## config.mk

```make
export PLATFORM = sky130hd
export DESIGN_NAME = ads4129_lvds_tx_emu_flat
export DESIGN_NICKNAME = d
export VERILOG_FILES = /design/src/rtl/ads4129_pkg.sv /design/src/rtl/ads4129_lvds_tx_emu_if.sv /design/src/rtl/ads4129_tx_fifo.sv /design/src/rtl/ads4129_lvds_tx_emu.sv /design/src/flat_wrapper.sv
export SDC_FILE = /design/constraint.sdc
export NUM_CORES = 1
export LEC_CHECK = 0
export CELL_PAD_IN_SITES_DETAIL_PLACEMENT = 2
export CELL_PAD_IN_SITES_GLOBAL_PLACEMENT = 2
export CORE_MARGIN = 4
export CORE_UTILIZATION = 39
export CTS_CLUSTER_SIZE = 25
export DETAILED_ROUTE_END_ITERATION = 7
export PLACE_DENSITY = 0.86
export SLEW_MARGIN = 20
export SYNTH_ARGS = -nofsm -noshare
export SYNTH_HDL_FRONTEND = slang
export SYNTH_SLANG_ARGS = --single-unit
```

## constraint.sdc

```tcl
create_clock -name clk -period 3.2 [get_ports clk]
set_input_delay 0.32 -clock clk [delete_from_list [all_inputs] [get_ports clk]]
set_output_delay 0.32 -clock clk [all_outputs]
set_load 0.005 [all_outputs]
```

## src/rtl/ads4129_pkg.sv

```systemverilog
`default_nettype none
// ============================================================================
//  Package     : ads4129_pkg
//  Description : Shared constants, sample-pair type and LVDS bit-pack helper
//                for the ADS4129 transmit emulator.
//  Revision    : 1.0 - initial release
// ============================================================================
package ads4129_pkg;

    localparam int SAMPLE_W = 12;
    localparam int WORD_W   = 24;
    localparam int GROUP_W  = 6;

    localparam logic [1:0] MODE_STREAM = 2'd0;
    localparam logic [1:0] MODE_RAMP   = 2'd1;
    localparam logic [1:0] MODE_FIXED  = 2'd2;
    localparam logic [1:0] MODE_TOGGLE = 2'd3;

    localparam logic [SAMPLE_W-1:0] TOGGLE_A = 12'hAAA;
    localparam logic [SAMPLE_W-1:0] TOGGLE_B = 12'h555;

    typedef struct packed {
        logic [SAMPLE_W-1:0] s1;
        logic [SAMPLE_W-1:0] s0;
    } pair_t;

    // Even bits of each sample fill the low group, odd bits the high group.
    function automatic logic [WORD_W-1:0] pack_word(input logic [SAMPLE_W-1:0] s0,
                                                    input logic [SAMPLE_W-1:0] s1);
        logic [WORD_W-1:0] w;
        w = '0;
        for (int k = 0; k < GROUP_W; k++) begin
            w[k]             = s0[2*k];
            w[GROUP_W+k]     = s0[2*k+1];
            w[2*GROUP_W+k]   = s1[2*k];
            w[3*GROUP_W+k]   = s1[2*k+1];
        end
        return w;
    endfunction

endpackage
`default_nettype wire

```

## src/rtl/ads4129_lvds_tx_emu_if.sv

```systemverilog
`default_nettype none
// ============================================================================
//  Interface   : ads4129_lvds_tx_emu_if
//  Description : Host sample-pair stream into the transmit emulator FIFO.
//  Revision    : 1.0 - initial release
// ============================================================================
interface ads4129_lvds_tx_emu_if;
    import ads4129_pkg::*;

    logic                s_valid;
    logic                s_ready;
    logic [SAMPLE_W-1:0] s_sample_0;
    logic [SAMPLE_W-1:0] s_sample_1;

    modport master (output s_valid, output s_sample_0, output s_sample_1, input  s_ready);
    modport slave  (input  s_valid, input  s_sample_0, input  s_sample_1, output s_ready);

endinterface
`default_nettype wire

```

## src/rtl/ads4129_tx_fifo.sv

```systemverilog
`default_nettype none
// ============================================================================
//  Module      : ads4129_tx_fifo
//  Description : Synchronous FIFO for host sample pairs, full/empty from pointers.
//  Revision    : 1.0 - initial release
// ============================================================================
module ads4129_tx_fifo #(
    parameter int P_DEPTH = 4,
    parameter int P_WIDTH = 24
) (
    input  wire                clk,
    input  wire                rst_n,
    input  wire                i_push,
    input  wire [P_WIDTH-1:0]  i_data,
    input  wire                i_pop,
    output logic [P_WIDTH-1:0] o_data,
    output logic               o_full,
    output logic               o_empty
);

    localparam int C_AW = $clog2(P_DEPTH);

    logic [P_WIDTH-1:0] r_mem [P_DEPTH];
    logic [C_AW:0]      r_wr_ptr;
    logic [C_AW:0]      r_rd_ptr;
    logic               w_wr;
    logic               w_rd;

    // Extra pointer bit distinguishes a wrapped (full) FIFO from an empty one.
    assign o_empty = (r_wr_ptr == r_rd_ptr);
    assign o_full  = (r_wr_ptr[C_AW] != r_rd_ptr[C_AW]) &&
                     (r_wr_ptr[C_AW-1:0] == r_rd_ptr[C_AW-1:0]);
    assign w_wr    = i_push && !o_full;
    assign w_rd    = i_pop && !o_empty;
    assign o_data  = r_mem[r_rd_ptr[C_AW-1:0]];

    always_ff @(posedge clk) begin
        if (w_wr) begin
            r_mem[r_wr_ptr[C_AW-1:0]] <= i_data;
        end
    end

    always_ff @(posedge clk or negedge rst_n) begin
        if (!rst_n) begin
            r_wr_ptr <= '0;
            r_rd_ptr <= '0;
        end else begin
            if (w_wr) r_wr_ptr <= r_wr_ptr + 1'b1;
            if (w_rd) r_rd_ptr <= r_rd_ptr + 1'b1;
        end
    end

endmodule
`default_nettype wire

```

## src/rtl/ads4129_lvds_tx_emu.sv

```systemverilog
`default_nettype none
// ============================================================================
//  Module      : ads4129_lvds_tx_emu
//  Description : ADS4129 LVDS source emulator: stream/ramp/fixed/toggle samples
//                packed into the deserializer bit order. Define
//                ADS4129_TX_ODD_SKEW_EN to emulate the odd-channel capture offset.
//  Revision    : 1.0 - initial release
// ============================================================================
module ads4129_lvds_tx_emu
    import ads4129_pkg::*;
#(
    parameter int P_FIFO_DEPTH = 4
) (
    input  wire                       clk,
    input  wire                       rst_n,
    input  wire                       tx_en,
    input  wire  [1:0]                mode,
    input  wire  [SAMPLE_W-1:0]       fixed_pattern,
    ads4129_lvds_tx_emu_if.slave      s_if,
    output logic [WORD_W-1:0]         tx_bits,
    output logic                      tx_valid,
    output logic [15:0]               underflow_count
);

    logic [1:0]          r_mode;
    logic [SAMPLE_W-1:0] r_ramp_n;
    logic [15:0]         r_ucount;
    logic [WORD_W-1:0]   r_word;
    logic                r_valid;

    logic                w_fifo_full;
    logic                w_fifo_empty;
    pair_t               w_fifo_rd;
    pair_t               w_fifo_wr;
    logic                w_push;
    logic                w_stream;
    logic                w_pop;
    logic                w_under;
    logic [SAMPLE_W-1:0] w_s0;
    logic [SAMPLE_W-1:0] w_s1;

    assign s_if.s_ready = !w_fifo_full;
    assign w_push       = s_if.s_valid && !w_fifo_full;
    assign w_fifo_wr    = '{s1: s_if.s_sample_1, s0: s_if.s_sample_0};
    assign w_stream     = (r_mode == MODE_STREAM);
    assign w_pop        = tx_en && w_stream && !w_fifo_empty;
    assign w_under      = tx_en && w_stream && w_fifo_empty;

    ads4129_tx_fifo #(
        .P_DEPTH (P_FIFO_DEPTH),
        .P_WIDTH (WORD_W)
    ) u_fifo (
        .clk     (clk),
        .rst_n   (rst_n),
        .i_push  (w_push),
        .i_data  (w_fifo_wr),
        .i_pop   (w_pop),
        .o_data  (w_fifo_rd),
        .o_full  (w_fifo_full),
        .o_empty (w_fifo_empty)
    );

    always_comb begin
        w_s0 = '0;
        w_s1 = '0;
        case (r_mode)
            MODE_STREAM: begin
                if (w_fifo_empty) begin
                    w_s0 = fixed_pattern;
                    w_s1 = fixed_pattern;
                end else begin
                    w_s0 = w_fifo_rd.s0;
                    w_s1 = w_fifo_rd.s1;
                end
            end
            MODE_RAMP: begin
                w_s0 = r_ramp_n;
                w_s1 = r_ramp_n + 12'd1;
            end
            MODE_FIXED: begin
                w_s0 = fixed_pattern;
                w_s1 = fixed_pattern;
            end
            default: begin
                w_s0 = TOGGLE_A;
                w_s1 = TOGGLE_B;
            end
        endcase
    end

    always_ff @(posedge clk or negedge rst_n) begin
        if (!rst_n) begin
            r_mode   <= MODE_STREAM;
            r_ramp_n <= '0;
            r_ucount <= '0;
            r_word   <= '0;
            r_valid  <= 1'b0;
        end else begin
            r_mode  <= mode;
            r_valid <= tx_en;
            r_word  <= tx_en ? pack_word(w_s0, w_s1) : '0;
            // Holding n at zero outside RAMP gives the clear-on-entry behaviour.
            if (r_mode != MODE_RAMP) begin
                r_ramp_n <= '0;
            end else if (tx_en) begin
                r_ramp_n <= r_ramp_n + 12'd2;
            end
            if (w_under && (r_ucount != 16'hFFFF)) begin
                r_ucount <= r_ucount + 16'd1;
            end
        end
    end

    assign underflow_count = r_ucount;

`ifdef ADS4129_TX_ODD_SKEW_EN
    logic [WORD_W-1:0] r_hold;
    logic [WORD_W-1:0] r_tx_bits;
    logic              r_tx_valid;

    // Low group of the current word rides with the upper 18 bits of the previous one.
    always_ff @(posedge clk or negedge rst_n) begin
        if (!rst_n) begin
            r_hold     <= '0;
            r_tx_bits  <= '0;
            r_tx_valid <= 1'b0;
        end else begin
            r_hold     <= r_word;
            r_tx_valid <= r_valid;
            r_tx_bits  <= r_valid ? {r_word[GROUP_W-1:0], r_hold[WORD_W-1:GROUP_W]} : '0;
        end
    end

    assign tx_bits  = r_tx_bits;
    assign tx_valid = r_tx_valid;
`else
    assign tx_bits  = r_word;
    assign tx_valid = r_valid;
`endif

endmodule
`default_nettype wire
```

## src/flat_wrapper.sv

```systemverilog
// flat-port wrapper written by rule: the top's interface ports become plain ports
module ads4129_lvds_tx_emu_flat import ads4129_pkg::*;
#(
    parameter int P_FIFO_DEPTH = 4
)
  (clk, rst_n, tx_en, mode, fixed_pattern, tx_bits, tx_valid, underflow_count, s_if_s_valid, s_if_s_sample_0, s_if_s_sample_1, s_if_s_ready);
  ads4129_lvds_tx_emu_if s_if_i ();
  input  wire clk;
  input  wire rst_n;
  input  wire tx_en;
  input  wire  [1:0] mode;
  input  wire  [SAMPLE_W-1:0] fixed_pattern;
  output logic [WORD_W-1:0] tx_bits;
  output logic tx_valid;
  output logic [15:0] underflow_count;
  input wire logic [$bits(s_if_i.s_valid)-1:0] s_if_s_valid;
  input wire logic [$bits(s_if_i.s_sample_0)-1:0] s_if_s_sample_0;
  input wire logic [$bits(s_if_i.s_sample_1)-1:0] s_if_s_sample_1;
  output wire logic [$bits(s_if_i.s_ready)-1:0] s_if_s_ready;
  assign s_if_i.s_valid = s_if_s_valid;
  assign s_if_i.s_sample_0 = s_if_s_sample_0;
  assign s_if_i.s_sample_1 = s_if_s_sample_1;
  assign s_if_s_ready = s_if_i.s_ready;
  ads4129_lvds_tx_emu #(.P_FIFO_DEPTH(P_FIFO_DEPTH)) u_core (.clk(clk), .rst_n(rst_n), .tx_en(tx_en), .mode(mode), .fixed_pattern(fixed_pattern), .s_if(s_if_i), .tx_bits(tx_bits), .tx_valid(tx_valid), .underflow_count(underflow_count));
endmodule
```

# Word level (Yosys, flattened, before mapping)
# Memories as Yosys holds them, arrays and structs flattened.
# Index checks and enable logic that the tools add are counted.
[word_totals]
register_bits = 61
ramBits = 96
in_bits = 42
memories = 1
[memory_table]
columns = ["name", "words", "width", "read_ports", "rd_ports_with_merged_regs", "wr", "line", "source"]
rows = [
  ["u_core.u_fifo.r_mem", 4, 24, 1, 0, 1, "ads4129_tx_fifo.sv:23", "logic [P_WIDTH-1:0] r_mem [P_DEPTH];"],
]
[classes]
add_sub_neg = 5
n_eq_ne = 7
muxes = 9
reduce_logical = 12
[op_table]
columns = ["operator", "count"]
rows = [
  ["case mux 12 bit (3 select lines)", 2],
  ["2-to-1 mux 12 bit", 4],
  ["2-to-1 mux 24 bit", 1],
  ["adder 16 x 1 -> 16 bit (second input constant)", 1],
  ["!= test 16 bit (second input constant)", 1],
  ["adder 12 x 1 -> 12 bit (second input constant)", 1],
  ["adder 12 x 2 -> 12 bit (second input constant)", 1],
  ["logical AND 1 bit", 8],
  ["adder 3 x 1 -> 3 bit (second input constant)", 2],
  ["equality test 3 bit", 1],
  ["equality test 2 x 1 -> 1 bit (second input constant)", 1],
  ["equality test 2 bit", 1],
  ["equality test 2 bit (second input constant)", 1],
  ["logical NOT 1 bit", 2],
  ["logical NOT 2 bit", 1],
  ["2-to-1 mux 1 bit", 2],
  ["!= test 2 x 1 -> 1 bit (second input constant)", 1],
  ["nonzero test 2 bit", 1],
  ["!= test 1 bit", 1],
]

# Longest topological paths before layout
[depth]
ltp_word = 7
depth_mapped = 7
ltp_nobuf = 6

# By module
# From an unflattened synthesis, not the netlist that was laid out.
[unflattened]
hier_cells = 431
hier_area_um2 = 6508.7
[by_module_without_submodules]
columns = ["module", "n_inst", "cells_each", "area_each_um2"]
rows = [
  ["ads4129_tx_fifo", 1, 174, 3981.3],
  ["ads4129_lvds_tx_emu", 1, 257, 2527.4],
]

# Worst setup path before layout
# No wires, ideal clock.
[synth_path]
path_type = "reg-to-reg"
start = "register u_core.u_fifo.r_rd_ptr[1]"
end = "memory u_core.u_fifo.r_mem[3][0], enable pin"
t_arrival_ns = 1.942
t_required_ns = 2.816
slack_ns = 0.874
stages_incl_launch_ff = 6
path_buffers = 1
synth_period_minus_slack_ns = 2.326
cell_sequence = "dfrtp_1 > clkbuf_1 > xor2_1 > nor2_1 > a21boi_1 > and2_1"
[synth_via]
elab_chain_len = 7
[synth_rtl]
columns = ["item", "line", "source"]
rows = [
  ["start: declaration", "ads4129_tx_fifo.sv:25", "logic [C_AW:0] r_rd_ptr;"],
  ["start signal: assignment", "ads4129_tx_fifo.sv:49", "if (w_rd) r_rd_ptr <= r_rd_ptr + 1'b1;"],
  ["equality test 2 bit (*)", "ads4129_tx_fifo.sv:32", "(r_wr_ptr[C_AW-1:0] == r_rd_ptr[C_AW-1:0]);"],
  ["logical AND 1 bit (*)", "ads4129_tx_fifo.sv:31", "assign o_full = (r_wr_ptr[C_AW] != r_rd_ptr[C_AW]) &&"],
  ["logical NOT 1 bit (*)", "ads4129_tx_fifo.sv:33, ads4129_lvds_tx_emu.sv:43", ""],
  ["logical AND 1 bit", "ads4129_lvds_tx_emu.sv:43", "assign w_push = s_if.s_valid && !w_fifo_full;"],
  ["logical AND 1 bit (*)", "ads4129_tx_fifo.sv:33", "assign w_wr = i_push && !o_full;"],
  ["2-to-1 mux 1 bit (*)", "ads4129_tx_fifo.sv:38", "if (w_wr) begin"],
  ["2-to-1 mux 1 bit (implied by the code) (*)", "ads4129_tx_fifo.sv:39", "r_mem[r_wr_ptr[C_AW-1:0]] <= i_data;"],
  ["end: declaration", "ads4129_tx_fifo.sv:23", ""],
]
# Mark *: on every way between the ends. The rest lies on a longest branch, timed or not.

# Final worst setup path
[layout_path]
start = "register u_core.r_mode[0]"
end = "register u_core.r_ucount[15], in the netlist u_core.underflow_count[15]"
[layout_via]
elab_chain_len = 4
[layout_rtl]
columns = ["item", "line", "source"]
rows = [
  ["start: declaration", "ads4129_lvds_tx_emu.sv:25", "logic [1:0] r_mode;"],
  ["start signal: assignment", "ads4129_lvds_tx_emu.sv:99", "r_mode <= mode;"],
  ["logical NOT 2 bit", "ads4129_lvds_tx_emu.sv:45", "assign w_stream = (r_mode == MODE_STREAM);"],
  ["logical AND 1 bit (2 in a row)", "ads4129_lvds_tx_emu.sv:47", "assign w_under = tx_en && w_stream && w_fifo_empty;"],
  ["logical AND 1 bit", "ads4129_lvds_tx_emu.sv:108", "if (w_under && (r_ucount != 16'hFFFF)) begin"],
  ["end signal: assignment", "ads4129_lvds_tx_emu.sv:109", "r_ucount <= r_ucount + 16'd1;"],
  ["end: declaration", "ads4129_lvds_tx_emu.sv:27", "logic [15:0] r_ucount;"],
]
# Every way passes these cells.
# A chain may end at the register's enable or synchronous reset.

==> impl_metrics.env <==
export IMPL_power_frac_clock_pct=31.9
export IMPL_wire_per_inst_microns=25.28
export IMPL_p_seq_share_pct=42.6
export IMPL_synthTopCellsByArea="edfxtp_1, dfrtp_1, mux4_2, xnor2_1, xor2_1"
export IMPL_synth_cell_types=39
export IMPL_syn_inst=406
export IMPL_area_growth_pct=26.91
export IMPL_clock_latency_ns=0.43
export IMPL_whs_ns=0.3514
export IMPL_arrival_ns=2.94
export IMPL_max_freq_mhz=379.1
export IMPL_outcome="finished clean"
export IMPL_die_h_microns=135.2
export IMPL_detailedPlace_worstSlack_ns=0.5895
export IMPL_pwr_share_comb_pct=25.5
export IMPL_via_per_inst=5.513
export IMPL_netSwitchingFraction_pct=29.25
export IMPL_first_global_vias=4599
export IMPL_grt_pass1_wl_microns=28280
export IMPL_min_period_ns=2.638
export IMPL_finalSetupViolations=0
export IMPL_syn_avg_cell_area_sq_um=15.54
export IMPL_finalCritPeriodShare_pct=82.43
export IMPL_start_kind="flip-flop"
export IMPL_skew_ns=0.01135
export IMPL_ys_warn_count=0
export IMPL_routed_wl_microns=18430
export IMPL_slew_headroom_pct=42.60
export IMPL_n_antenna_cell=0
export IMPL_first_pass_iters=6
export IMPL_synth_mux_area_share_pct=9.082
export IMPL_dp_hpwl_microns=11730
export IMPL_hold_viol_final=0
export IMPL_synth_edf_count=96
export IMPL_gp_congestion=0.8421
export IMPL_criticalPathCategory="reg2reg"
export IMPL_ys_seq_area_share_pct=69.48
export IMPL_final_cell_mix="edfxtp_1, clkdlybuf4s50_1, dfrtp_1"
export IMPL_ys_async_sr_fraction_pct=38.46
export IMPL_critPathCaptureType="flip-flop"
export IMPL_worst_pin_slew_ns=0.8592
export IMPL_drc=0
export IMPL_grt_setup_unrepaired="false"
export IMPL_synth_fa_ha_area_share_pct=1.388
export IMPL_nNetsFinal=549
export IMPL_ff2ff_setup_slack_ns=0.56
export IMPL_cellPowerDensity_nw_per_um2=799.5
export IMPL_cts_tree="yes"
export IMPL_crit_fanout=21
export IMPL_synth_area_sq_um=6310
export IMPL_peakVddDrop_mv=0.4043
export IMPL_worst_slack_ns=0.5622
export IMPL_grt_usage_pct=21.11
export IMPL_clock_sinks=156
export IMPL_io_buffers=83
export IMPL_core_area_sq_um=15890
export IMPL_grt_max_degree=27
export IMPL_synth_nets=455
export IMPL_cts_max_level=4
export IMPL_ctsRootBufferMaster="clkbuf_16"
export IMPL_die_x_microns=135.2
export IMPL_io_pins=84
export IMPL_synth_top_area_share_pct=45.69
export IMPL_cts_made_buffers=17
export IMPL_drive_gt1_share_pct=13.26
export IMPL_initialDrtViolationCount=292
export IMPL_vias=4019
export IMPL_layout_commonest_cell="edfxtp_1"
export IMPL_leakagePower_nw=2.892
export IMPL_detail_route_antenna_nets=0
export IMPL_antenna_found_initial=0
export IMPL_synthXorXnorAreaFrac_pct=4.303
export IMPL_switchingPower_w=0.001873
export IMPL_yosys_register_bits=156
export IMPL_clk_pin_slew_worst_paths_ns=0.07
export IMPL_tns_ns=0
export IMPL_maxCapViolations=0
export IMPL_hold_path_class="in2reg"
export IMPL_clockBufferDepth=2
export IMPL_initial_core_util_pct=39.72
export IMPL_synthSimpleGateAreaFrac_pct=8.864
export IMPL_cp_data_required_time_ns=3.51
export IMPL_rows=46
export IMPL_synth_ff_type="edfxtp_1"
export IMPL_grt_overflow=0
export IMPL_die_area_sq_um=18280
export IMPL_synth_top_family_by_area="multiplexers"
export IMPL_internal_power_w=0.004529
export IMPL_synth_compound_area_share_pct=5.354
export IMPL_synth_top_cell_by_area="edfxtp_1"
export IMPL_slew_violations=0
export IMPL_post_cts_resized=0
## layout make-up
type,instances,area (sq um)
clock buffer,21,450.4
tap,216,270.3
sequential,156,4384
fill,1472,7878
clock inverter,11,143.9
multi-input combinational,227,1829
timing repair buffer,95,918.4
inverter,3,11.26
## cell usage after synthesis, types with 2 or more instances
cell type / number
nand3_1: 13
buf_2: 2
xnor2_1: 18
nand4_1: 7
a222oi_1: 11
nor3_1: 3
clkbuf_1: 16
dfrtp_1: 60
nor2b_1: 13
o21ai_0: 11
ha_1: 7
xor2_1: 13
nand2b_1: 2
o22ai_1: 11
o21ai_1: 2
a21oi_1: 13
nor2_1: 28
mux2_1: 2
inv_1: 3
nand2_1: 27
mux4_2: 24
and2_1: 4
edfxtp_1: 96
and3_1: 5
## flip-flops by register name, summed over array words and instances, names as in the netlist
register / cells
u_core.u_fifo.r_mem: 96
u_core.tx_bits: 24
u_core.underflow_count: 16
u_core.r_ramp_n: 11
u_core.u_fifo.r_rd_ptr: 3
u_core.u_fifo.r_wr_ptr: 3
u_core.r_mode: 2
u_core.tx_valid: 1
## path summary, 6_finish.rpt
kind | start | endpoint | cells after the start
max in group asynchronous | rst_n | u_core.tx_bits[5]$_DFF_PN0_ | 3
min in group asynchronous | rst_n | u_core.r_mode[0]$_DFF_PN0_ | 2
hold / removal | mode[0] | u_core.r_mode[0]$_DFF_PN0_ | 1
setup reg to reg | u_core.r_mode[0]$_DFF_PN0_ | u_core.underflow_count[15]$_DFFE_PN0P_ | 5
setup / recovery | u_core.r_mode[0]$_DFF_PN0_ | u_core.underflow_count[15]$_DFFE_PN0P_ | 5
hold reg to reg | u_core.u_fifo.r_rd_ptr[2]$_DFFE_PN0P_ | u_core.u_fifo.r_rd_ptr[2]$_DFFE_PN0P_ | 1
## logic make-up (layout without fill, tap and decap cells)
group                      Yosys count  after routing
AOI/OAI and AO/OA                   52             52
and+or+nand+nor                    110            110
adders and majority gates            7              7
DFF                                156            156
xor gates and xnor gates            31             31
muxes                               27             27
buffers and inverters               23            130
## metrics by stage
| stage | std cells | total power, W | cell area (sq um) | utilization, % |
|---|---|---|---|---|
| after floorplan | 406 | 0.003659 | 6310 | - |
| final | 729 | 0.006402 | 8008 | 50.41 |
| after detailed placement | 696 | 0.004366 | 7403 | 46.61 |
| after CTS | 729 | 0.006473 | 8008 | 50.41 |
| after global routing | 729 | 0.006689 | 8008 | 50.41 |
| after global placement | 696 | 0.004205 | 7403 | 46.61 |
## power groups by stage
stage	Combinational [W]	Sequential, W	Clock [W]
3_3_place_gp	0.00150	0.00270	0
3_5_place_dp	0.00162	0.00275	0
5_1_grt	0.00176	0.00276	0.00217
2_1_floorplan	0.000966	0.00269	0
4_1_cts	0.00167	0.00273	0.00207
6_report	0.00163	0.00273	0.00204
## critical path, stage by stage (launching register included)
cell and delay (ns):
dfrtp_1 0.62, or3b_1 0.46, or4_4 0.47, nor4b_4 0.44
nand3_1 0.21, xnor2_1 0.31
## routing by layer
| metal | share of wire (%) | vias to the layer above | global-route usage, % |
|---|---|---|---|
| li1 | - | 1717 | - |
| met4 | 2.8 | 0 | 9.015 |
| met1 | 40 | 2118 | 26.04 |
| met2 | 52 | 148 | 36.09 |
| met3 | 4.6 | 36 | 4.458 |
| met5 | 0 | - | 0 |
## repair_timing
item / CTS / global route
buffers inserted: 0 / 0
hold buffers: 1 / 0
endpoints found under the hold margin: 21 / 0
Power figures use the tool's default switching activity.
